$ cat src/rtl/sram_controller.sv
// sram_controller: arbiter-side responder that turns single-word and burst requests into
// 16-bit asynchronous SRAM cycles. Define SRAM_CTRL_BURST_EN to build the burst engine.
module sram_controller #(
  parameter int ADDR_W = 24
) (
  input  logic              clk,
  input  logic              rst_n,
  input  logic              req,
  input  logic              we,
  input  logic [ADDR_W-1:0] addr,
  input  logic [31:0]       wdata,
  input  logic [7:0]        burst_len,
  input  logic [15:0]       burst_wdata,
  input  logic              burst_cancel,
  output logic [31:0]       rdata,
  output logic              ack,
  output logic              ready,
  output logic              burst_data_valid,
  output logic              burst_wdata_req,
  output logic              burst_done,
  output logic [15:0]       rdata_16,
  output logic [ADDR_W-1:0] mem_a,
  output logic [15:0]       mem_dq_o,
  input  logic [15:0]       mem_dq_i,
  output logic              mem_dq_oe,
  output logic              mem_ce_n,
  output logic              mem_oe_n,
  output logic              mem_we_n
);

  typedef enum logic [3:0] {
    IDLE, RD_LO, RD_HI, WR_LO, WR_HI,
`ifdef SRAM_CTRL_BURST_EN
    BRD, BWR_SETUP, BWR,
`endif
    DONE
  } state_t;

  state_t            state, next_state;
  logic [ADDR_W-1:0] addr_q;
  logic [15:0]       wdata_hi_q;

`ifdef SRAM_CTRL_BURST_EN
  logic [7:0] len_q;
  logic [7:0] cnt_q;       // addresses issued (read) or words captured (write) so far
  logic       burst_q;
  logic       issue_q;     // current BRD cycle drives a read address
  logic       issue_more;
  logic       take_word;
`endif

  // NOTE: every variable written here gets a default first so no latch is inferred.
  always_comb begin
    next_state = state;
`ifdef SRAM_CTRL_BURST_EN
    issue_more = 1'b0;
    take_word  = 1'b0;
`endif
    case (state)
      IDLE: if (req) begin
        next_state = we ? WR_LO : RD_LO;
`ifdef SRAM_CTRL_BURST_EN
        if (burst_len != 8'd0) next_state = we ? BWR_SETUP : BRD;
`endif
      end
      RD_LO: next_state = RD_HI;
      RD_HI: next_state = DONE;
      WR_LO: next_state = WR_HI;
      WR_HI: next_state = DONE;
`ifdef SRAM_CTRL_BURST_EN
      BRD: begin
        issue_more = issue_q && (cnt_q < len_q) && !burst_cancel;
        if (!issue_q) next_state = DONE;  // drain cycle delivers the last in-flight word
      end
      BWR_SETUP: begin
        take_word  = 1'b1;
        next_state = BWR;
      end
      BWR: begin
        take_word = (cnt_q < len_q) && !burst_cancel;
        if (!take_word) next_state = DONE;
      end
`endif
      DONE:    next_state = IDLE;
      default: next_state = IDLE;
    endcase
  end

  // NOTE: sequential state uses non-blocking assignments so every register samples pre-edge values.
  always_ff @(posedge clk or negedge rst_n) begin
    if (!rst_n) state <= IDLE;
    else        state <= next_state;
  end

  assign ready = (state == IDLE);

`ifdef SRAM_CTRL_BURST_EN
  assign burst_wdata_req = take_word;
  assign burst_done      = ack && burst_q;
`else
  logic unused_burst_inputs;
  assign unused_burst_inputs = ^{burst_len, burst_wdata, burst_cancel};
  assign burst_wdata_req  = 1'b0;
  assign burst_done       = 1'b0;
  assign burst_data_valid = 1'b0;
  assign rdata_16         = 16'h0000;
`endif

  // Strobes and bus are registered from the state being entered, so they change on clean edges.
  // NOTE: there is no storage array here, so every register is reset; reset also drops strobes at once.
  always_ff @(posedge clk or negedge rst_n) begin
    if (!rst_n) begin
      addr_q           <= '0;
      wdata_hi_q       <= '0;
      rdata            <= '0;
      ack              <= 1'b0;
      mem_a            <= '0;
      mem_dq_o         <= '0;
      mem_dq_oe        <= 1'b0;
      mem_ce_n         <= 1'b1;
      mem_oe_n         <= 1'b1;
      mem_we_n         <= 1'b1;
`ifdef SRAM_CTRL_BURST_EN
      len_q            <= '0;
      cnt_q            <= '0;
      burst_q          <= 1'b0;
      issue_q          <= 1'b0;
      burst_data_valid <= 1'b0;
      rdata_16         <= '0;
`endif
    end else begin
      ack <= (next_state == DONE);
`ifdef SRAM_CTRL_BURST_EN
      burst_data_valid <= 1'b0;
`endif
      case (state)
        IDLE: if (req) begin
          addr_q     <= addr;
          wdata_hi_q <= wdata[31:16];
          mem_a      <= addr;
`ifdef SRAM_CTRL_BURST_EN
          len_q      <= burst_len;
          burst_q    <= (burst_len != 8'd0);
          cnt_q      <= 8'd0;
`endif
          case (next_state)
            RD_LO: begin
              mem_ce_n <= 1'b0;
              mem_oe_n <= 1'b0;
            end
            WR_LO: begin
              mem_ce_n  <= 1'b0;
              mem_we_n  <= 1'b0;
              mem_dq_oe <= 1'b1;
              mem_dq_o  <= wdata[15:0];
            end
`ifdef SRAM_CTRL_BURST_EN
            BRD: begin
              mem_ce_n <= 1'b0;
              mem_oe_n <= 1'b0;
              issue_q  <= 1'b1;
              cnt_q    <= 8'd1;
            end
`endif
            default: ;
          endcase
        end
        RD_LO: begin
          rdata[15:0] <= mem_dq_i;
          mem_a       <= addr_q + ADDR_W'(1);
        end
        RD_HI: begin
          rdata[31:16] <= mem_dq_i;
          mem_ce_n     <= 1'b1;
          mem_oe_n     <= 1'b1;
        end
        WR_LO: begin
          mem_a    <= addr_q + ADDR_W'(1);
          mem_dq_o <= wdata_hi_q;
        end
        WR_HI: begin
          mem_ce_n  <= 1'b1;
          mem_we_n  <= 1'b1;
          mem_dq_oe <= 1'b0;
        end
`ifdef SRAM_CTRL_BURST_EN
        BRD: begin
          if (issue_q) begin
            rdata_16         <= mem_dq_i;
            burst_data_valid <= 1'b1;
          end
          if (issue_more) begin
            mem_a <= addr_q + ADDR_W'(cnt_q);
            cnt_q <= cnt_q + 8'd1;
          end else begin
            issue_q  <= 1'b0;
            mem_ce_n <= 1'b1;
            mem_oe_n <= 1'b1;
          end
        end
        BWR_SETUP, BWR: begin
          if (take_word) begin
            mem_a     <= addr_q + ADDR_W'(cnt_q);
            mem_dq_o  <= burst_wdata;
            cnt_q     <= cnt_q + 8'd1;
            mem_ce_n  <= 1'b0;
            mem_we_n  <= 1'b0;
            mem_dq_oe <= 1'b1;
          end else begin
            mem_ce_n  <= 1'b1;
            mem_we_n  <= 1'b1;
            mem_dq_oe <= 1'b0;
          end
        end
`endif
        default: ;
      endcase
    end
  end

endmodule

$ cat config.mk
export PLATFORM = sky130hd
export DESIGN_NAME = sram_controller
export DESIGN_NICKNAME = d
export VERILOG_FILES = /design/src/rtl/sram_controller.sv
export SDC_FILE = /design/constraint.sdc
export NUM_CORES = 1
export LEC_CHECK = 0
export ABC_AREA = 1
export ABC_CLOCK_PERIOD_IN_PS = 1620
export CAP_MARGIN = 20
export CORE_AREA = 2 2 108 136
export DETAILED_ROUTE_END_ITERATION = 12
export DIE_AREA = 0 0 110 138
export PLACE_DENSITY = 0.76
export SLEW_MARGIN = 10
export SYNTH_ARGS = -nofsm -noshare
export SYNTH_HDL_FRONTEND = slang
export SYNTH_SLANG_ARGS = --single-unit
$ cat constraint.sdc
create_clock -name clk -period 1.62 [get_ports clk]
set_clock_uncertainty 0.2 [all_clocks]
set_input_delay 0.486 -clock clk [delete_from_list [all_inputs] [get_ports clk]]
set_output_delay 0.486 -clock clk [all_outputs]
set_load 0.05 [all_outputs]
# Word level (Yosys, flattened, before mapping)
# Cells that the tools add are included.
# W data, S select, Z words.
[word_totals] register_bits=121 input_bits=101 out_inout_bits=97 elab_cells=59
[op_classes] add_sub_neg=1 eq_ne=11 mux=20 n_reduce_logical=15
[ops] operator="$pmux W24 S2" n=1
[ops] operator="$mux W16" n=2
[ops] operator="$pmux W16 S2" n=1
[ops] operator="$add A24 B1 Y24 const B" n=1
[ops] operator="$mux W24" n=1
[ops] operator="$pmux W4 S4" n=1
[ops] operator="$eq A4 B2 Y1 const B" n=3
[ops] operator="$reduce_and A3 Y1" n=4
[ops] operator="$reduce_bool A2 Y1" n=5
[ops] operator="$eq A4 B1 Y1 const B" n=2
[ops] operator="$eq A4 B3 Y1 const B" n=2
[ops] operator="$mux W1" n=8
[ops] operator="$pmux W1 S2" n=4
[ops] operator="$reduce_or A2 Y1" n=3
[ops] operator="$logic_not A4 Y1" n=1
[ops] operator="$mux W4" n=1
[ops] operator="$ne A2 B1 Y1 const B" n=2
[ops] operator="$ne A2 B2 Y1 const B" n=2
[ops] operator="$reduce_and A2 Y1" n=2
[ops] operator="$mux W2" n=1

# Longest topological paths before layout
# Gate-level depths: netlist of the first run.
[depth] depth_word=8 ltp_mapped=10 depth_no_buf=10

# Worst setup path before layout of the first run
# No wires, ideal clock.
[synth_path] kind="flip-flop to flip-flop" start="reg state[1]" end="reg mem_oe_n" setup_ns=0.062 arrival_ns=1.859 required_time_ns=1.358 path_slack_ns=-0.501 path_stages_with_launch=10 n_path_buf=0 period_less_slack_ns=2.121 cell_sequence="dfrtp_1 inv_1 nand2_1 nor2_1 a21oi_1 nand3_1 nand2_1 nand2_1 nand2_1 nand2_1"
[synth_via] elab_cells_between_ends=14
[synth_lines] item="from (decl)" line_no="39" rtl="state_t state, next_state;"
[synth_lines] item="from (signal assigned)" line_no="92" rtl="else state <= next_state;"
[synth_lines] item="$logic_not A4 Y1 *"
[synth_lines] item="named net ready" line_no="17" rtl="output logic ready,"
[synth_lines] item="$pmux W4 S4" line_no="59" rtl="case (state)"
[synth_lines] item="$eq A4 B1 Y1" line_no="146" rtl="case (next_state)"
[synth_lines] item="$ne A2 B1 Y1 (no source line)"
[synth_lines] item="$reduce_and A3 Y1 (no source line)"
[synth_lines] item="to (signal assigned)" line_no="121" rtl="mem_oe_n <= 1'b1;"
[synth_lines] item="to (signal assigned)" line_no="149" rtl="mem_oe_n <= 1'b0;"
[synth_lines] item="to (signal assigned)" line_no="175" rtl="mem_oe_n <= 1'b1;"
[synth_lines] item="to (decl)" line_no="27" rtl="output logic mem_oe_n,"
# Mark *: on every way through the listed nets, which the timed path passes. The rest lies on a longest branch.
# A chain may end at the register's enable or synchronous reset.

# Worst setup path in the final report of the first run
[layout_path] start="reg state[3]" end="reg mem_dq_o[15]"
[layout_via] elab_chain_len=6 elab_cells_between_ends=14
[layout_rtl] item="$eq A4 B2 Y1 or $eq A4 B3 Y1 (tied branches)" line_no="59"
[layout_rtl] item="$reduce_or A2 Y1 (no source line)"
[layout_rtl] item="$pmux W4 S4" line_no="59"
[layout_rtl] item="$eq A4 B2 Y1" line_no="146"
[layout_rtl] item="$ne A2 B1 Y1 (no source line)"
[layout_rtl] item="$reduce_and A3 Y1 (no source line)"
[layout_rtl] item="to (signal assigned)" line_no="155" rtl="mem_dq_o <= wdata[15:0];"
[layout_rtl] item="to (signal assigned)" line_no="179" rtl="mem_dq_o <= wdata_hi_q;"
[layout_rtl] item="to (decl)" line_no="23" rtl="output logic [15:0] mem_dq_o,"
# Parallel ways exist; a longest one is shown, timed or not.

==> flow_summary_export.csv, run 1 <==
group,metric,value,unit
status,status,"complete, but fails checks",
status,failed_checks,"setup timing",
sta,rsz0062_at_grt,"true",
logic_synthesis,synth_enable_flop_cells,0,
cts,clockBufferDepth,2,
critical_path,cp_slowest_cell,"dfrtp_1",
critical_path,timing.rr.start,"state[3]",
logic_synthesis,dominantRegCellSynth,"dfrtp_1",
route,route.detailed.vias_per_inst,5.08,
sta,setup_violations,196,
cts,number_of_sinks_driven_by_the_clock_tree,121,
finish,post_layout_nonfiller_instances,1173,
min_path,hp-start,"wdata_hi_q[13]",
logic_synthesis,post_synthesis_instance_total,698,
die,floorplan.die_area,15200,sq um
finish,leading_cell_type_in_the_layout_fill_and_taps_excluded,"nand2_1",
cts,clkSlewWorstSetupHoldPaths,0.06,ns
grt,first_global_vias,5926,
power,leakage_power,5.19,nW
sta,maxClockFrequency,0.481,GHz
grt,maximum_number_of_pins_on_one_net_before_global_route_repair,46,
sta,timing.final.hold_violations,0,
placed_design,place_ws,-0.785,ns
sta,fin_worst_hold_slack,0.281,ns
cts,cts-root-buf,"clkbuf_16",
logic_synthesis,yosys.area.top_type_share,52.6,%
critical_path,critical-path-top-delay-family,"buffers and inverters",
critical_path,timing.critical_path.from,"state[3]",
finish,nNetsFinal,1084,
cts,clk-insertion-delay-late,0.41,ns
logic_synthesis,synth_cell_type_count,32,
critical_path,cell_type_with_the_highest_occurrence_count_on_the_critical_path,"buf_12",
cts,cts_htree_levels,4,
placed_design,gp_congestion,0.941,
route,first_pass_iters,6,
logic_synthesis,async_reset_ff_share,100,%
logic_synthesis,yosys_warnings,0,
critical_path,endpoint_kind,"flip-flop",
critical_path,ff2ff_setup_slack,-0.46,ns
grt,globalRoute.totalOverflow,0,
die,die-width,110,um
sta,final.min_clock_period,2.08,ns
power,power.share.clock,16.7,%
finish,share_of_post_route_cells_with_drive_strength_above_1,35.4,%
placed_design,placedCellCount,1048,
finish,fillers,828,
critical_path,cp_slowest_stage_delay,0.40,ns
sta,timing.final.max_slew_violations,0,
logic_synthesis,synth_area,5620,sq um
critical_path,cp_max_fo,6,
critical_path,cp_cell_sequence,"buf_4, nor2_4, nand2_4, buf_12, nor2_8, inv_4, a21oi_4, buf_12, nor2_1, a31oi_1",
route,wirelength,21400,um
logic_synthesis,post_synth_main_area_contributors,"dfrtp_1 53%, nand2_1 19%, o21ai_0 6.1%, nor2_1 3.9%, inv_1 3.5%",
die,top_level_ports,198,
critical_path,timing.critical_path.from_type,"flip-flop",
route,detail_route.wl_per_cell,18.2,um
power,pwr-share-seq,24.9,%
grt,grt_antenna_before_repair,0,
power,power.switching,10.2,mW
placed_design,io_buffers,153,
placed_design,dp.final_hpwl,11000,um
critical_path,crit_buf_inv,4,
min_path,timing.hold.worst.class,"reg -> reg",
power,power_per_cell_area,2270,nW/um^2
logic_synthesis,netlist.top_cell.by_area,"dfrtp_1",
power,ir_worst_vdd,1470,uV
logic_synthesis,synthesis.area_per_instance,8.04,sq um
power,p_comb_share,58.4,%
finish,flow.area_growth_from_synthesis,91.6,%
power,p_sw_share,41.7,%
logic_synthesis,yosysSeqAreaShare,54.0,%
critical_path,criticalPathCategory,"reg -> reg",
power,cellInternalPower,14.2,mW
route,drtAntennaViolNets,0,
die,die_height,138,um
finish,final_cell_mix,"240 x nand2_1, 106 x dfrtp_1, 97 x buf_12, 73 x clkdlybuf4s50_1, 73 x buf_4",
route,remaining_drc_errors,0,
critical_path,worst-endpoint-required,1.74,ns
route,drtIter0Drc,470,
die,initial_utilization,40.0,%
sta,setup_ws,-0.459,ns
sta,layout_worst_path_cycle_share,128,%
critical_path,worst-endpoint-arrival,2.20,ns
route,num_vias,5960,
job,max-cap-violations,0,
logic_synthesis,ys_seq_elements,121,
finish,diodes,0,
cts,cts_tree,"built",
die,core_area,14000,sq um
grt,global_route_wire_length_before_repair,29100,um
die,rows,49,
grt,gr-usage-all-layers,24.8,%
cts,tritoncts.num_buffers,17,
per-stage QoR:
stage	util (%)	TNS, ns	area (sq um)	total power, mW
6_report	76.7	-31.51	10800	24.4
5_1_grt	76.7	-38.50	10800	25.4
3_3_place_gp	59.9	-44.93	8410	16.8
2_1_floorplan	-	-0.00332	5720	11.1
3_5_place_dp	59.9	-48.74	8410	17.0
4_1_cts	71.6	-16.80	10000	22.7
flip-flops by register name (all words and copies together) (netlist names):
signal,count
state,4
mem_oe_n,1
mem_a,24
addr_q,24
mem_we_n,1
mem_dq_oe,1
mem_ce_n,1
wdata_hi_q,16
rdata,32
mem_dq_o,16
ack,1
synth_stat cells (2+ instances only):
library cell and count:
nand2_1 282, nor3_1 4, xor2_1 7, o21ai_0 69, nand3_1 14, xnor2_1 3
dfstp_2 3, a21oi_1 2, inv_1 52, dfrtp_1 118, a31oi_1 16, clkbuf_1 13
o21ai_1 2, buf_6 2, nand3b_1 7, nor2_1 58, nand4_1 2, buf_4 19
buf_2 12
power by group through the flow:
| stage | sequential, mW | clock [mW] | combinational (mW) |
|---|---|---|---|
| finish | 6.08 | 4.08 | 14.3 |
| global route | 6.22 | 4.25 | 14.9 |
| CTS | 5.94 | 4.08 | 12.7 |
| detailed placement | 5.98 | 0 | 11.0 |
| global placement | 5.93 | 0 | 10.8 |
| floorplan | 8.56 | 0 | 2.59 |
tightest hold or removal path: cells and delay by family (launching register included):
family / cells / cell delay (ns)
flops: 1 / 0.34
simple gates: 2 / 0.11
per-layer routing:
layer,wire length (um),vias up,GRT usage (%)
li1,-,2753,-
met1,7510,2862,27.7
met2,11300,271,42.5
met3,1580,74,6.46
met4,916,0,12.8
met5,0,-,0
layout make-up:
type	instances	area, sq um	share of cell area, %
timing repair inverter	1	7.51	0.0698
clock inverter	12	173	1.60
inverter	53	238	2.21
multi-input combinational	498	2580	24.0
timing repair buffer	290	4030	37.5
clock buffer	20	457	4.24
sequential	121	3050	28.3
tap	178	223	2.07
kinds of logic after synthesis:
logic type	synth area share, %
AOI/OAI and AO/OA	9.31
xor gates and xnor gates	1.56
adders and majority gates	0.223
buffers and inverters	8.42
DFF	54.0
other	0.0668
and+or+nand+nor	26.4
worst paths after layout:
kind | to | cells past startpoint
worst max register to register | mem_dq_o[15] | 10
min in group asynchronous | addr_q[2] | 3
worst min register to register | wdata_hi_q[13] | 2
worst min-delay path | wdata_hi_q[13] | 2
max in group asynchronous | mem_we_n | 3
worst max-delay path | mem_dq_o[15] | 10
repair_timing:
item                                   CTS  global route
buffers inserted                        40            36
hold buffers                             1             0
gates resized for setup                109           122
cloned                                  12             8
setup endpoints to repair              191           195
pin swaps                               12            20
endpoints found under the hold margin  118             0
No activity file was read; power rests on OpenSTA's default activity.
==> run 2, diff against run 1 <==
--- a/config.mk
+++ b/config.mk
@@ -12,6 +12,7 @@
 export DETAILED_ROUTE_END_ITERATION = 12
 export DIE_AREA = 0 0 110 138
 export PLACE_DENSITY = 0.76
+export REMOVE_ABC_BUFFERS = 1
 export SLEW_MARGIN = 10
 export SYNTH_ARGS = -nofsm -noshare
 export SYNTH_HDL_FRONTEND = slang
==> flow_summary_export.csv, run 2 (same netlist as run 1, synthesis figures left out) <==
group,metric,value,unit
grt,global_route_wire_length_before_repair,26400,um
critical_path,ff2ff_setup_slack,-0.36,ns
grt,gr-usage-all-layers,22.4,%
critical_path,ff2ff_path_depth,8,
power,finalPower,22.6,mW
sta,rsz0062_at_grt,"true",
sta,maxClockFrequency,0.488,GHz
cts,clockBufferDepth,2,
critical_path,criticalPathCategory,"reg -> out",
cts,cts_htree_levels,4,
cts,cts-root-buf,"clkbuf_16",
min_path,number_of_cells_traversed_by_the_worst_hold_path,2,
placed_design,gp_congestion,0.879,
sta,final.min_clock_period,2.05,ns
power,ir_worst_vdd,1380,uV
power,p_comb_share,57.0,%
min_path,hp-start,"wdata_hi_q[15]",
route,route.detailed.vias_per_inst,5.20,
route,drtIter0Drc,441,
critical_path,cp_max_fo,2,
power,power.share.clock,16.2,%
power,pwr-share-seq,26.8,%
route,detail_route.wl_per_cell,17.2,um
finish,registers_with_the_most_flip_flops,"rdata x32, addr_q x24, mem_a x24",
critical_path,worst-endpoint-required,0.93,ns
route,num_vias,5890,
grt,first_global_vias,5458,
sta,fin_worst_hold_slack,0.278,ns
status,failed_checks,"setup timing",
power,power_per_cell_area,2290,nW/um^2
power,power.switching,9.89,mW
die,core_area,14000,sq um
sta,layout_worst_path_cycle_share,127,%
finish,largest_register_ff_count,32,
die,die_height,138,um
finish,flow.area_growth_from_synthesis,75.7,%
cts,number_of_sinks_driven_by_the_clock_tree,121,
finish,final_cell_mix,"255 x nand2_1, 117 x dfrtp_1, 88 x buf_12, 73 x clkdlybuf4s50_1, 64 x buf_4",
finish,final_util,70.3,%
status,status,"complete, but fails checks",
critical_path,timing.critical_path.from_type,"flip-flop",
critical_path,endpoint_kind,"primary output",
route,drtAntennaViolNets,0,
finish,diodes,0,
grt,maximum_number_of_pins_on_one_net_before_global_route_repair,49,
power,leakage_power,4.79,nW
critical_path,worst-endpoint-arrival,1.36,ns
cts,clkSlewWorstSetupHoldPaths,0.06,ns
job,max-cap-violations,0,
cts,tritoncts.num_buffers,17,
die,die-width,110,um
cts,cts_tree,"built",
min_path,worst_hold_path.endpoint,"wdata_hi_q[15]",
grt,grt_antenna_before_repair,0,
grt,globalRoute.totalOverflow,0,
sta,timing.final.max_slew_violations,0,
route,remaining_drc_errors,0,
route,first_pass_iters,6,
finish,leading_cell_type_in_the_layout_fill_and_taps_excluded,"nand2_1",
finish,nNetsFinal,1044,
critical_path,worstReg2RegEnd,"mem_dq_o[7]",
finish,share_of_post_route_cells_with_drive_strength_above_1,30.2,%
route,wirelength,19500,um
placed_design,io_buffers,153,
die,initial_utilization,40.0,%
die,floorplan.die_area,15200,sq um
sta,setup_ws,-0.431,ns
sta,fin_tns_setup,-23.98,ns
critical_path,timing.rr.start,"state[2]",
placed_design,dp.final_hpwl,11000,um
die,rows,49,
power,p_sw_share,43.8,%
sta,setup_violations,179,
finish,top_register,"rdata",
placed_design,place_ws,-0.555,ns
min_path,timing.hold.worst.class,"reg -> reg",
sta,timing.final.hold_violations,0,
power,cellInternalPower,12.7,mW
cts,clk-insertion-delay-late,0.41,ns
die,top_level_ports,198,
==> run 2: repair_timing <==
item	CTS	global route
hold endpoints to repair	15	0
resized for setup	23	144
setup endpoints to repair	119	195
pin swaps	7	14
buffers inserted	33	13
hold buffers	1	0
cloned	3	4
==> run 2: power by group through the flow <==
stage | registers [mW] | logic, mW | clock network, mW
after global placement | 5.92 | 10.8 | 0
after CTS | 5.93 | 11.8 | 3.66
after floorplan | 8.55 | 2.38 | 0
after global routing | 6.21 | 13.5 | 3.83
final | 6.05 | 12.9 | 3.67
after detailed placement | 5.98 | 11.0 | 0
==> run 2: cell type report <==
class	count	area [sq um]
flip-flops and latches	121	3030
multi-input cells	497	2410
fillers	890	4170
inverters	53	224
well taps	178	223
repair buffers	252	3410
clock buffers	18	439
clock inverters	14	129
==> run 2: how the worst max path moves through the flow <==
stage / startpoint / end / slack (ns) / depth (start not counted)
after floorplan: state[0] / mem_a[5] / -1.08 / 6
after global placement: req / mem_a[5] / -0.54 / 6
after detailed placement: req / mem_a[5] / -0.56 / 6
after CTS: state[1] / ready / -0.36 / 5
after global routing: state[1] / ready / -0.48 / 5
final: state[1] / ready / -0.43 / 5
==> run 2: worst max-delay path: stages, from the launching register on <==
cell and delay (ns):
dfrtp_1 0.41, inv_2 0.08, nand2_2 0.06, nor2_1 0.12, buf_4 0.15, buf_12 0.13
==> run 2: stage by stage <==
step,std cells,instance area [sq um]
floorplan,671,5410
global placement,1050,8380
detailed placement,1050,8380
CTS,1117,9350
global route,1133,9870
finish,1133,9870
==> run 2: layer usage <==
layer	global-route usage, %	routed length, um	vias to the layer above
li1	-	-	2657
met3	7.21	1620	94
met1	26.0	6760	2822
met5	0	0	-
met4	9.06	1020	0
met2	37.5	10100	317
